$ cat src/rtl/pipe_ctrl_pkg.sv
// Shared types and defaults for the pipeline controller.
// State encodings, default widths and the performance counter width.
package pipe_ctrl_pkg;

  localparam int unsigned DefaultPcW    = 64;
  localparam int unsigned DefaultRaW    = 5;
  localparam int unsigned DefaultOutstW = 2;
  localparam int unsigned PerfCntW      = 32;

  typedef enum logic [1:0] {
    StRun   = 2'd0,
    StDrain = 2'd1,
    StRedir = 2'd2
  } pc_state_e;

endpackage

$ cat src/rtl/pipe_ctrl_hazard.sv
// Load-use comparator: flags an ID instruction that reads the destination
// of a load currently in EXE. Purely combinational.
module pipe_ctrl_hazard
  import pipe_ctrl_pkg::*;
#(
  parameter int unsigned RA_W = DefaultRaW
) (
  input  logic            exe_valid,
  input  logic            exe_is_load,
  input  logic [RA_W-1:0] exe_rd,
  input  logic            id_rs1_ren,
  input  logic            id_rs2_ren,
  input  logic [RA_W-1:0] id_rs1,
  input  logic [RA_W-1:0] id_rs2,
  output logic            hazard
);

  logic rs1_hit;
  logic rs2_hit;

  always_comb begin
    rs1_hit = id_rs1_ren && (id_rs1 == exe_rd);
    rs2_hit = id_rs2_ren && (id_rs2 == exe_rd);
    // x0 is never written, so it can never be a hazard source
    hazard  = exe_valid && exe_is_load && (exe_rd != '0) && (rs1_hit || rs2_hit);
  end

endmodule

$ cat src/rtl/pipe_ctrl.sv
// Five-stage pipeline controller: allow-in chain, flushes, load-use stall and
// PC redirect sequencing. Optional PIPE_CTRL_PERF_EN adds stall/redirect counters.
module pipe_ctrl
  import pipe_ctrl_pkg::*;
#(
  parameter int unsigned PC_W    = DefaultPcW,
  parameter int unsigned OUTST_W = DefaultOutstW,
  parameter int unsigned RA_W    = DefaultRaW
) (
  input  logic                clk,
  input  logic                rst,
  input  logic                id_valid,
  input  logic                exe_valid,
  input  logic                mem_valid,
  input  logic                if_ready_go,
  input  logic                exe_ready_go,
  input  logic                mem_ready_go,
  input  logic                id_rs1_ren,
  input  logic                id_rs2_ren,
  input  logic [RA_W-1:0]     id_rs1,
  input  logic [RA_W-1:0]     id_rs2,
  input  logic                exe_is_load,
  input  logic [RA_W-1:0]     exe_rd,
  input  logic                br_req,
  input  logic [PC_W-1:0]     br_target,
  input  logic                trap_req,
  input  logic [PC_W-1:0]     trap_target,
  input  logic                if_req_fire,
  input  logic                if_resp_fire,
  output logic                if_allow_in,
  output logic                id_allow_in,
  output logic                exe_allow_in,
  output logic                mem_allow_in,
  output logic                flush_if_id,
  output logic                flush_id_exe,
  output logic                flush_exe_mem,
  output logic                fetch_en,
  output logic                resp_discard,
  output logic                redirect_valid,
  output logic [PC_W-1:0]     redirect_pc
`ifdef PIPE_CTRL_PERF_EN
  ,
  output logic [PerfCntW-1:0] perf_hazard,
  output logic [PerfCntW-1:0] perf_mem,
  output logic [PerfCntW-1:0] perf_redirect
`endif
);

  localparam logic [OUTST_W-1:0] OutstMax = '1;

  pc_state_e          state_q, state_d;
  logic [PC_W-1:0]    tgt_q, tgt_d;
  logic [OUTST_W-1:0] outst_q, outst_d;
  logic [OUTST_W-1:0] stale_q, stale_d;

  logic hazard;
  logic id_ready_go;
  logic trap_take;
  logic br_take;
  logic flush_if_id_raw, flush_id_exe_raw, flush_exe_mem_raw;
  logic redirect_raw;

  pipe_ctrl_hazard #(
    .RA_W (RA_W)
  ) u_hazard (
    .exe_valid   (exe_valid),
    .exe_is_load (exe_is_load),
    .exe_rd      (exe_rd),
    .id_rs1_ren  (id_rs1_ren),
    .id_rs2_ren  (id_rs2_ren),
    .id_rs1      (id_rs1),
    .id_rs2      (id_rs2),
    .hazard      (hazard)
  );

  assign id_ready_go = !hazard;

  always_comb begin
    mem_allow_in = !mem_valid || mem_ready_go;
    exe_allow_in = !exe_valid || (exe_ready_go && mem_allow_in);
    id_allow_in  = !id_valid || (id_ready_go && exe_allow_in);
    if_allow_in  = if_ready_go && id_allow_in && (state_q == StRun);
  end

  // Traps are honoured while draining too; branches only from RUN
  always_comb begin
    trap_take = trap_req && mem_valid && ((state_q == StRun) || (state_q == StDrain));
    br_take   = br_req && exe_valid && (state_q == StRun) && !trap_take;
  end

  always_comb begin
    outst_d = outst_q;
    if (if_req_fire && !if_resp_fire) begin
      if (outst_q != OutstMax) outst_d = outst_q + 1'b1;
    end else if (!if_req_fire && if_resp_fire) begin
      if (outst_q != '0) outst_d = outst_q - 1'b1;
    end
  end

  always_comb begin
    state_d           = state_q;
    tgt_d             = tgt_q;
    flush_if_id_raw   = 1'b0;
    flush_id_exe_raw  = 1'b0;
    flush_exe_mem_raw = 1'b0;
    redirect_raw      = 1'b0;

    unique case (state_q)
      StRun: begin
        if (trap_take) begin
          flush_if_id_raw   = 1'b1;
          flush_id_exe_raw  = 1'b1;
          flush_exe_mem_raw = 1'b1;
          tgt_d             = trap_target;
          state_d           = StDrain;
        end else if (br_take) begin
          flush_if_id_raw  = 1'b1;
          flush_id_exe_raw = 1'b1;
          tgt_d            = br_target;
          state_d          = StDrain;
        end
      end
      StDrain: begin
        if (trap_take) begin
          flush_if_id_raw   = 1'b1;
          flush_id_exe_raw  = 1'b1;
          flush_exe_mem_raw = 1'b1;
          tgt_d             = trap_target;
        end
        // Leave as soon as the last in-flight response is consumed this cycle
        if (outst_d == '0) state_d = StRedir;
      end
      StRedir: begin
        redirect_raw = 1'b1;
        state_d      = StRun;
      end
      default: state_d = StRun;
    endcase

    if (hazard && exe_allow_in) flush_id_exe_raw = 1'b1;
  end

  always_comb begin
    stale_d = stale_q;
    if ((state_q == StRun) && (state_d == StDrain)) begin
      stale_d = outst_d;
    end else if (if_resp_fire && (stale_q != '0)) begin
      stale_d = stale_q - 1'b1;
    end
  end

  always_comb begin
    flush_if_id    = !rst && flush_if_id_raw;
    flush_id_exe   = !rst && flush_id_exe_raw;
    flush_exe_mem  = !rst && flush_exe_mem_raw;
    redirect_valid = !rst && redirect_raw;
    redirect_pc    = tgt_q;
    fetch_en       = !rst && (state_q == StRun) && (outst_q != OutstMax);
    resp_discard   = !rst && if_resp_fire && ((state_q == StDrain) || (stale_q != '0));
  end

  always_ff @(posedge clk) begin
    if (rst) begin
      state_q <= StRun;
      tgt_q   <= '0;
      outst_q <= '0;
      stale_q <= '0;
    end else begin
      state_q <= state_d;
      tgt_q   <= tgt_d;
      outst_q <= outst_d;
      stale_q <= stale_d;
    end
  end

`ifdef PIPE_CTRL_PERF_EN
  logic [PerfCntW-1:0] stall_hazard_cnt;
  logic [PerfCntW-1:0] stall_mem_cnt;
  logic [PerfCntW-1:0] redirect_cnt;

  always_ff @(posedge clk) begin
    if (rst) begin
      stall_hazard_cnt <= '0;
      stall_mem_cnt    <= '0;
      redirect_cnt     <= '0;
    end else begin
      if (hazard && (stall_hazard_cnt != '1)) stall_hazard_cnt <= stall_hazard_cnt + 1'b1;
      if (mem_valid && !mem_ready_go && (stall_mem_cnt != '1)) begin
        stall_mem_cnt <= stall_mem_cnt + 1'b1;
      end
      if (redirect_raw && (redirect_cnt != '1)) redirect_cnt <= redirect_cnt + 1'b1;
    end
  end

  assign perf_hazard   = stall_hazard_cnt;
  assign perf_mem      = stall_mem_cnt;
  assign perf_redirect = redirect_cnt;
`endif

endmodule

$ cat config.mk
export PLATFORM = sky130hd
export DESIGN_NAME = pipe_ctrl
export DESIGN_NICKNAME = d
export VERILOG_FILES = /design/src/rtl/pipe_ctrl_pkg.sv /design/src/rtl/pipe_ctrl_hazard.sv /design/src/rtl/pipe_ctrl.sv
export SDC_FILE = /design/constraint.sdc
export NUM_CORES = 1
export LEC_CHECK = 0
export ABC_AREA = 0
export CORE_MARGIN = 5
export CORE_UTILIZATION = 34
export CTS_CLUSTER_SIZE = 8
export DETAILED_ROUTE_END_ITERATION = 8
export HOLD_SLACK_MARGIN = 0.05
export PLACE_DENSITY = 0.89
export SETUP_SLACK_MARGIN = 0.4
export SYNTH_ARGS = -nofsm -noshare
export SYNTH_HDL_FRONTEND = slang
export SYNTH_SLANG_ARGS = --single-unit
$ cat constraint.sdc
create_clock -name clk -period 1.3 [get_ports clk]
set_input_delay 0.195 -clock clk [delete_from_list [all_inputs] [get_ports clk]]
set_output_delay 0.195 -clock clk [all_outputs]
set_load 0.005 [all_outputs]
* Yosys cells after proc, flatten, opt, wreduce, memory -nomap -nowiden
Cells that the tools add are included.
** Storage, ports and cells
- Register bits :: 70
- Bits in latches :: 0
- RAM bits :: 0
- Memory bits (read-only) :: 0
- Logic and storage cells :: 86
- Memories :: 0
** Operators by class
- Add/subtract/negate cells :: 3
- Multiply operators :: 0
- Divide/modulo/power cells :: 0
- $lt $le $gt $ge :: 0
- Equal/unequal tests :: 8
- Shift operators :: 0
- Muxes and demuxes :: 21
- Bitwise gates (word level) :: 0
- Reductions and logical operators :: 50
** Operators with widths (number)
- 64-bit 2-to-1 mux :: 3
- 64-bit one-hot mux with 2 select lines :: 1
- 1-bit logical AND :: 27
- 2-bit 2-to-1 mux :: 9
- 5-bit == test :: 2
- 1-bit zero test :: 8
- 2-bit nonzero test :: 4
- 1-bit logical OR :: 6
- 1-bit 2-to-1 mux :: 6
- 5-bit nonzero test :: 1
- 2-bit by 1-bit == test with 1-bit output, second input constant :: 2
- 2-bit zero test :: 2
- 2-bit inequality test, second input constant :: 2
- 2-bit one-hot mux with 2 select lines :: 1
- 2-bit by 1-bit subtractor with 2-bit output, second input constant :: 2
- 3-bit inequality test, second input constant :: 1
- 3-bit AND reduction :: 1
- 2-bit by 1-bit adder with 2-bit output, second input constant :: 1
- 2-bit == test, second input constant :: 1
- 1-bit one-hot mux with 2 select lines :: 1
- 2-bit OR reduction :: 1

* Logic depth before layout (Yosys ltp)
- Depth after elaboration :: 11
- Depth in mapped cells :: 6

* Cells and area by module
From an unflattened synthesis, not the netlist that was laid out.
** Second synthesis, totals
- Cells, all modules :: 422
- Area total of the unflattened synthesis :: 3304.4 um^2
** Modules (own cells, without submodules)
- pipe_ctrl :: instances 1, cells an instance 405, area each 3169.3 um^2
- pipe_ctrl_hazard :: instances 1, cells an instance 17, area each 135.1 um^2

* Worst setup path after synthesis
OpenSTA, ideal clock, no wires.
- Path kind :: input to output
- Start point :: input port exe_rd[1]
- End point :: output port flush_id_exe
- Data arrival time :: 1.125 ns
- Data required time :: 1.105 ns
- Slack :: -0.020 ns
- Stages :: 4
- Path buffers :: 0
- Cells stage by stage :: or4_1 o211ai_2 nor3_1 a21o_1
** Between the ends
- Word-level cells in the longest chain between the ends :: 7
** Ends and longest elaborated chain
- from (decl) :: line pipe_ctrl.sv:23 : input logic [RA_W-1:0] exe_rd,
- 5-bit == test (on tied branches) :: line pipe_ctrl_hazard.sv:22, pipe_ctrl_hazard.sv:23
- 1-bit logical AND (on tied branches) :: line pipe_ctrl_hazard.sv:22, pipe_ctrl_hazard.sv:23
- 1-bit logical OR :: line pipe_ctrl_hazard.sv:25 : hazard = exe_valid && exe_is_load && (exe_rd != '0) && (rs1_hit || rs2_hit);
- 1-bit logical AND * :: line pipe_ctrl_hazard.sv:25
- 1-bit logical AND * :: line pipe_ctrl.sv:140 : if (hazard && exe_allow_in) flush_id_exe_raw = 1'b1;
- 1-bit 2-to-1 mux * :: line pipe_ctrl.sv:140
- 1-bit logical AND * :: line pipe_ctrl.sv:154 : flush_id_exe = !rst && flush_id_exe_raw;
- to (decl) :: line pipe_ctrl.sv:35 : output logic flush_id_exe,
Mark *: on every way between the ends. The rest lies on a longest branch, timed or not.

* Final worst setup path
- Start point :: register state_q[0]
- End point :: register tgt_q[45] (netlist: redirect_pc[45])
** Between the ends
- Word-level cells in the longest chain between the ends :: 7
** Ends and longest elaborated chain
- from (decl) :: line pipe_ctrl.sv:51 : pc_state_e state_q, state_d;
- from (signal assigned) :: line pipe_ctrl.sv:164 : state_q <= StRun;
- from (signal assigned) :: line pipe_ctrl.sv:169 : state_q <= state_d;
- 2-bit by 1-bit == test with 1-bit output or 2-bit zero test (tied branches) :: line pipe_ctrl.sv:87, pipe_ctrl.sv:108, pipe_ctrl.sv:88
- 1-bit logical OR :: line pipe_ctrl.sv:87 : trap_take = trap_req && mem_valid && ((state_q == StRun) || (state_q == StDrain));
- 1-bit logical AND :: line pipe_ctrl.sv:87
- 1-bit zero test :: line pipe_ctrl.sv:88 : br_take = br_req && exe_valid && (state_q == StRun) && !trap_take;
- 1-bit logical AND :: line pipe_ctrl.sv:88
- 3-bit inequality test (no line)
- 3-bit AND reduction (no line)
- to (signal assigned) :: line pipe_ctrl.sv:170 : tgt_q <= tgt_d;
- to (decl) :: line pipe_ctrl.sv:52 : logic [PC_W-1:0] tgt_q, tgt_d;
Parallel ways exist; a longest one is shown, timed or not.
A chain may end at the register's enable or synchronous reset.

==> Flow_metrics.wiki <==
{| class="wikitable"
! Metric !! Value
|-
| Largest delay share family, worst path || buffers and inverters
|-
| Count of unresolved DRC violations after routing || 0
|-
| Total congestion overflow || 0
|-
| Element type at the critical path end || register
|-
| Final Hold Vio Count || 0
|-
| Detailed-router iteration count before antenna repair || 4
|-
| Synthesized Nets || 516
|-
| Placed cell count || ~740
|-
| Placeable core region || 0.01089 sq mm
|-
| Detailed placer's ending HPWL || 10,190 um
|-
| Sequential area share after synthesis || 0.3683
|-
| Non-filler cells in the finished layout || 811
|-
| Share of layout cells above drive strength 1 || 0.6289
|-
| Port Buffers || roughly 230
|-
| Worst-path cell chain || buf_6 > nand3b_4 > a21oi_4 > buf_6 > buf_12 > buf_6 > buf_12 > buf_16 > nor2_4 > a211oi_2
|-
| Crit path capture || redirect_pc[45]
|-
| Instance count of the mapped netlist || 357
|-
| Data arrival time of the worst path || 1.92 ns
|-
| Final nets || between 800 and 900
|-
| Cts bufs inserted || 9
|-
| TritonCTS sink count || 70
|-
| Minimum setup slack in the final design || -0.3494 ns
|-
| Number of cells on the critical path || 10
|-
| Violated checks || negative setup slack
|-
| Detail Route Antenna Nets || 0
|-
| Sum of routed wire segments on met1 || 5808 um
|-
| Worst slew margin relative to its limit || 0.5924
|-
| Result of the run || complete, but fails checks
|-
| Total wire length after detailed routing || 16,730 um
|-
| Crit-path slowest cell || sky130_fd_sc_hd__dfxtp_4
|-
| Pin count of the biggest net entering global routing || 64
|-
| Highest cell delay on the worst timing path || 0.35 ns
|-
| Total length of routed met2 wires || around 9000 um
|-
| Clock transition at the registers of the reported paths || 0.09 ns
|-
| Register-to-register setup slack || -0.35 ns
|-
| Post-synth top flop || sky130_fd_sc_hd__dfxtp_1
|-
| Final Critical Period || 1.649 ns
|-
| Max IR drop VDD || 0.5835 mV
|-
| Synth Warn # || 0
|-
| Clock tree from TritonCTS || yes
|-
| Worst clock skew || 0.02152 ns
|-
| Die X-Extent || 115.8 um
|-
| Maximum fanout count along the critical path || 7
|-
| Max Used Layer || met4
|-
| Reg-to-reg startpoint || state_q[0]
|-
| Routability Congestion || 0.8327
|-
| Post-synth EDFFs || 0
|-
| H-tree level count || 3
|-
| Leakage || about 3.2 nW
|-
| Pin slew with the least headroom to its limit || slightly above 0.6 ns
|-
| Most frequent standard cell in the layout excluding fill and tap cells || sky130_fd_sc_hd__clkdlybuf4s50_1
|-
| Syn avg cell area || 10.66 sq um
|-
| Min-delay src || rst
|-
| Number of buffers and inverters on the critical path || 6
|-
| Routed vias || around 4.2k
|-
| Cell Pwr Density || 986.7 mW/mm^2
|-
| Critical Setup Path Class || reg -> reg
|-
| Endpoint of the most critical register-to-register path || redirect_pc[45]
|-
| Number of placed I/O pins || around 230
|-
| Distinct cell type count after synthesis || 40
|-
| Initial core utilization || 0.3495
|-
| Clock Latency Late Sink || between 0.3 and 0.4 ns
|-
| Global routing usage summed across all routing layers || 0.2150
|-
| Final cycle utilization of the critical path || 1.269
|-
| Worst Reg2Reg Path Length in Cells || 10
|-
| Synth Register Bits || 70
|-
| Global-route wire length before repair || 22,580 um
|-
| Area growth from synthesis to final layout || 116.4%
|-
| Met3 wirelength from detailed routing || 1373 um
|-
| DRC marker count from the first detailed-route iteration || between 100 and 150
|-
| Clock root buffer || sky130_fd_sc_hd__clkbuf_8
|-
| Initial antenna violation count || 0
|-
| Most numerous cell on the critical path || sky130_fd_sc_hd__buf_6
|-
| Critical path startpoint category || register
|-
| Antenna diode count || 0
|-
| Detail-routed via count per cell || 5.125
|-
| Highest achievable clock rate || 606.3 MHz
|-
| Critical path origin || state_q[0]
|-
| Max-capacitance violation count || 0
|-
| Setup repair after global routing missed its margin || yes
|-
| Hold-fix buffers at CTS || 0
|-
| Via count of the first global-routing pass || 4,338
|-
| Asr flop ratio synth || 0
|-
| Number of rows in the core area || 38
|-
| Power, Total || 8.126 mW
|-
| Area of the die || 0.01341 sq mm
|-
| Syn Std Cell Area || about 0.0038 sq mm
|-
| Count of final max-slew check failures || 0
|-
| Crit path required time || about 1.6 ns
|-
| Worst min path class || in -> reg
|-
| Number of buffers between clock root and the deepest sink || 2
|-
| Top library cells by usage in the layout, fill and taps aside || sky130_fd_sc_hd__clkdlybuf4s50_1, sky130_fd_sc_hd__buf_6, sky130_fd_sc_hd__dfxtp_2
|-
| # setup viols final || between 70 and 80
|-
| Die Ht || 115.8 um
|-
| Routed len/inst || 20.63 um
|}
## tightest hold or removal path, stage by stage
cell	delay [ns]
sky130_fd_sc_hd__buf_4	0.15
sky130_fd_sc_hd__inv_1	0.10
sky130_fd_sc_hd__buf_4	0.15
sky130_fd_sc_hd__o211a_1	0.11
## synthesized netlist by cell type, types with 2 or more instances
cell / count / area share
sky130_fd_sc_hd__nor2_1: 68 / 0.067
sky130_fd_sc_hd__nand4_1: 2 / 0.0033
sky130_fd_sc_hd__buf_12: 7 / 0.037
sky130_fd_sc_hd__buf_4: 6 / 0.012
sky130_fd_sc_hd__a21oi_1: 2 / 0.0026
sky130_fd_sc_hd__dfxtp_1: 70 / 0.37
sky130_fd_sc_hd__nor2b_1: 2 / 0.0033
sky130_fd_sc_hd__a21oi_4: 2 / 0.0085
sky130_fd_sc_hd__mux2i_1: 64 / 0.17
sky130_fd_sc_hd__nor3_1: 4 / 0.0053
sky130_fd_sc_hd__inv_1: 5 / 0.0049
sky130_fd_sc_hd__o211a_1: 2 / 0.0053
sky130_fd_sc_hd__a211oi_1: 6 / 0.012
sky130_fd_sc_hd__buf_2: 8 / 0.011
sky130_fd_sc_hd__a21o_1: 3 / 0.0059
sky130_fd_sc_hd__xnor2_1: 11 / 0.025
sky130_fd_sc_hd__a211oi_2: 60 / 0.20
sky130_fd_sc_hd__o21ai_0: 2 / 0.0026
sky130_fd_sc_hd__nand2b_1: 3 / 0.0049
sky130_fd_sc_hd__nand2_1: 3 / 0.0030
sky130_fd_sc_hd__clkbuf_1: 8 / 0.0079
## sequential cells by signal, indices dropped and copies added, names as in the netlist
| name | flops |
|---|---|
| redirect_pc | 64 |
| outst_q | 2 |
| stale_q | 2 |
| state_q | 2 |
## metal layers
layer | up-vias | GRT usage
met2 | 210 | 0.4143
li1 | 1925 | -
met3 | 30 | 0.06266
met5 | - | 0
met4 | 0 | 0.05259
met1 | 1991 | 0.2280
## area by class of cell
cell class,instances,area (sq um)
tap,140,175.2
inverter,6,30.03
fill,621,2653
clock inverter,7,47.55
timing repair buffer,328,3538
multi-input combinational,251,2824
sequential,70,1496
clock buffer,9,123.9
## where the power goes
part	switching (mW)	internal [mW]
clock	0.903	0.696
combinational	1.53	2.37
sequential	0.185	2.44
## repair_timing
action / CTS / global route
setup endpoints to repair: 144 / 143
resized for setup: 559 / 80
gates cloned: 7 / 5
pin swaps: 37 / 29
setup buffers: 28 / 17
## through the flow
stage	utilization	cell area, sq um	TNS (ns)	hold slack, ns	setup WS, ns
CTS	0.6969	7587	-20.18	0.3490	-0.3590
global route	0.7564	8235	-27.03	0.4327	-0.4182
floorplan	-	3923	-0.005806	0.2931	-0.005047
finish	0.7564	8235	-22.39	0.4229	-0.3494
global placement	0.5961	6490	-40.61	0.4817	-0.9914
detailed placement	0.5961	6490	-43.59	0.4887	-1.021
## worst min-delay path by stage
stage	cells after the start	slack, ns	end
detailed placement	2	0.49	redirect_pc[29]
floorplan	1	0.29	outst_q[0]
finish	4	0.42	outst_q[1]
global route	4	0.43	outst_q[1]
global placement	2	0.48	redirect_pc[29]
CTS	4	0.35	outst_q[1]
## logic make-up after synthesis
| family | share of synthesized area |
|---|---|
| XOR/XNOR | 0.02532 |
| buffers and inverters | 0.07596 |
| AND/OR/NAND/NOR | 0.1033 |
| multiplexers | 0.1684 |
| flip-flops | 0.3683 |
| AO/OA/AOI/OAI | 0.2555 |
| adder cells (fa/ha/maj) | 0.003288 |
(Power assumes the default switching activity.)
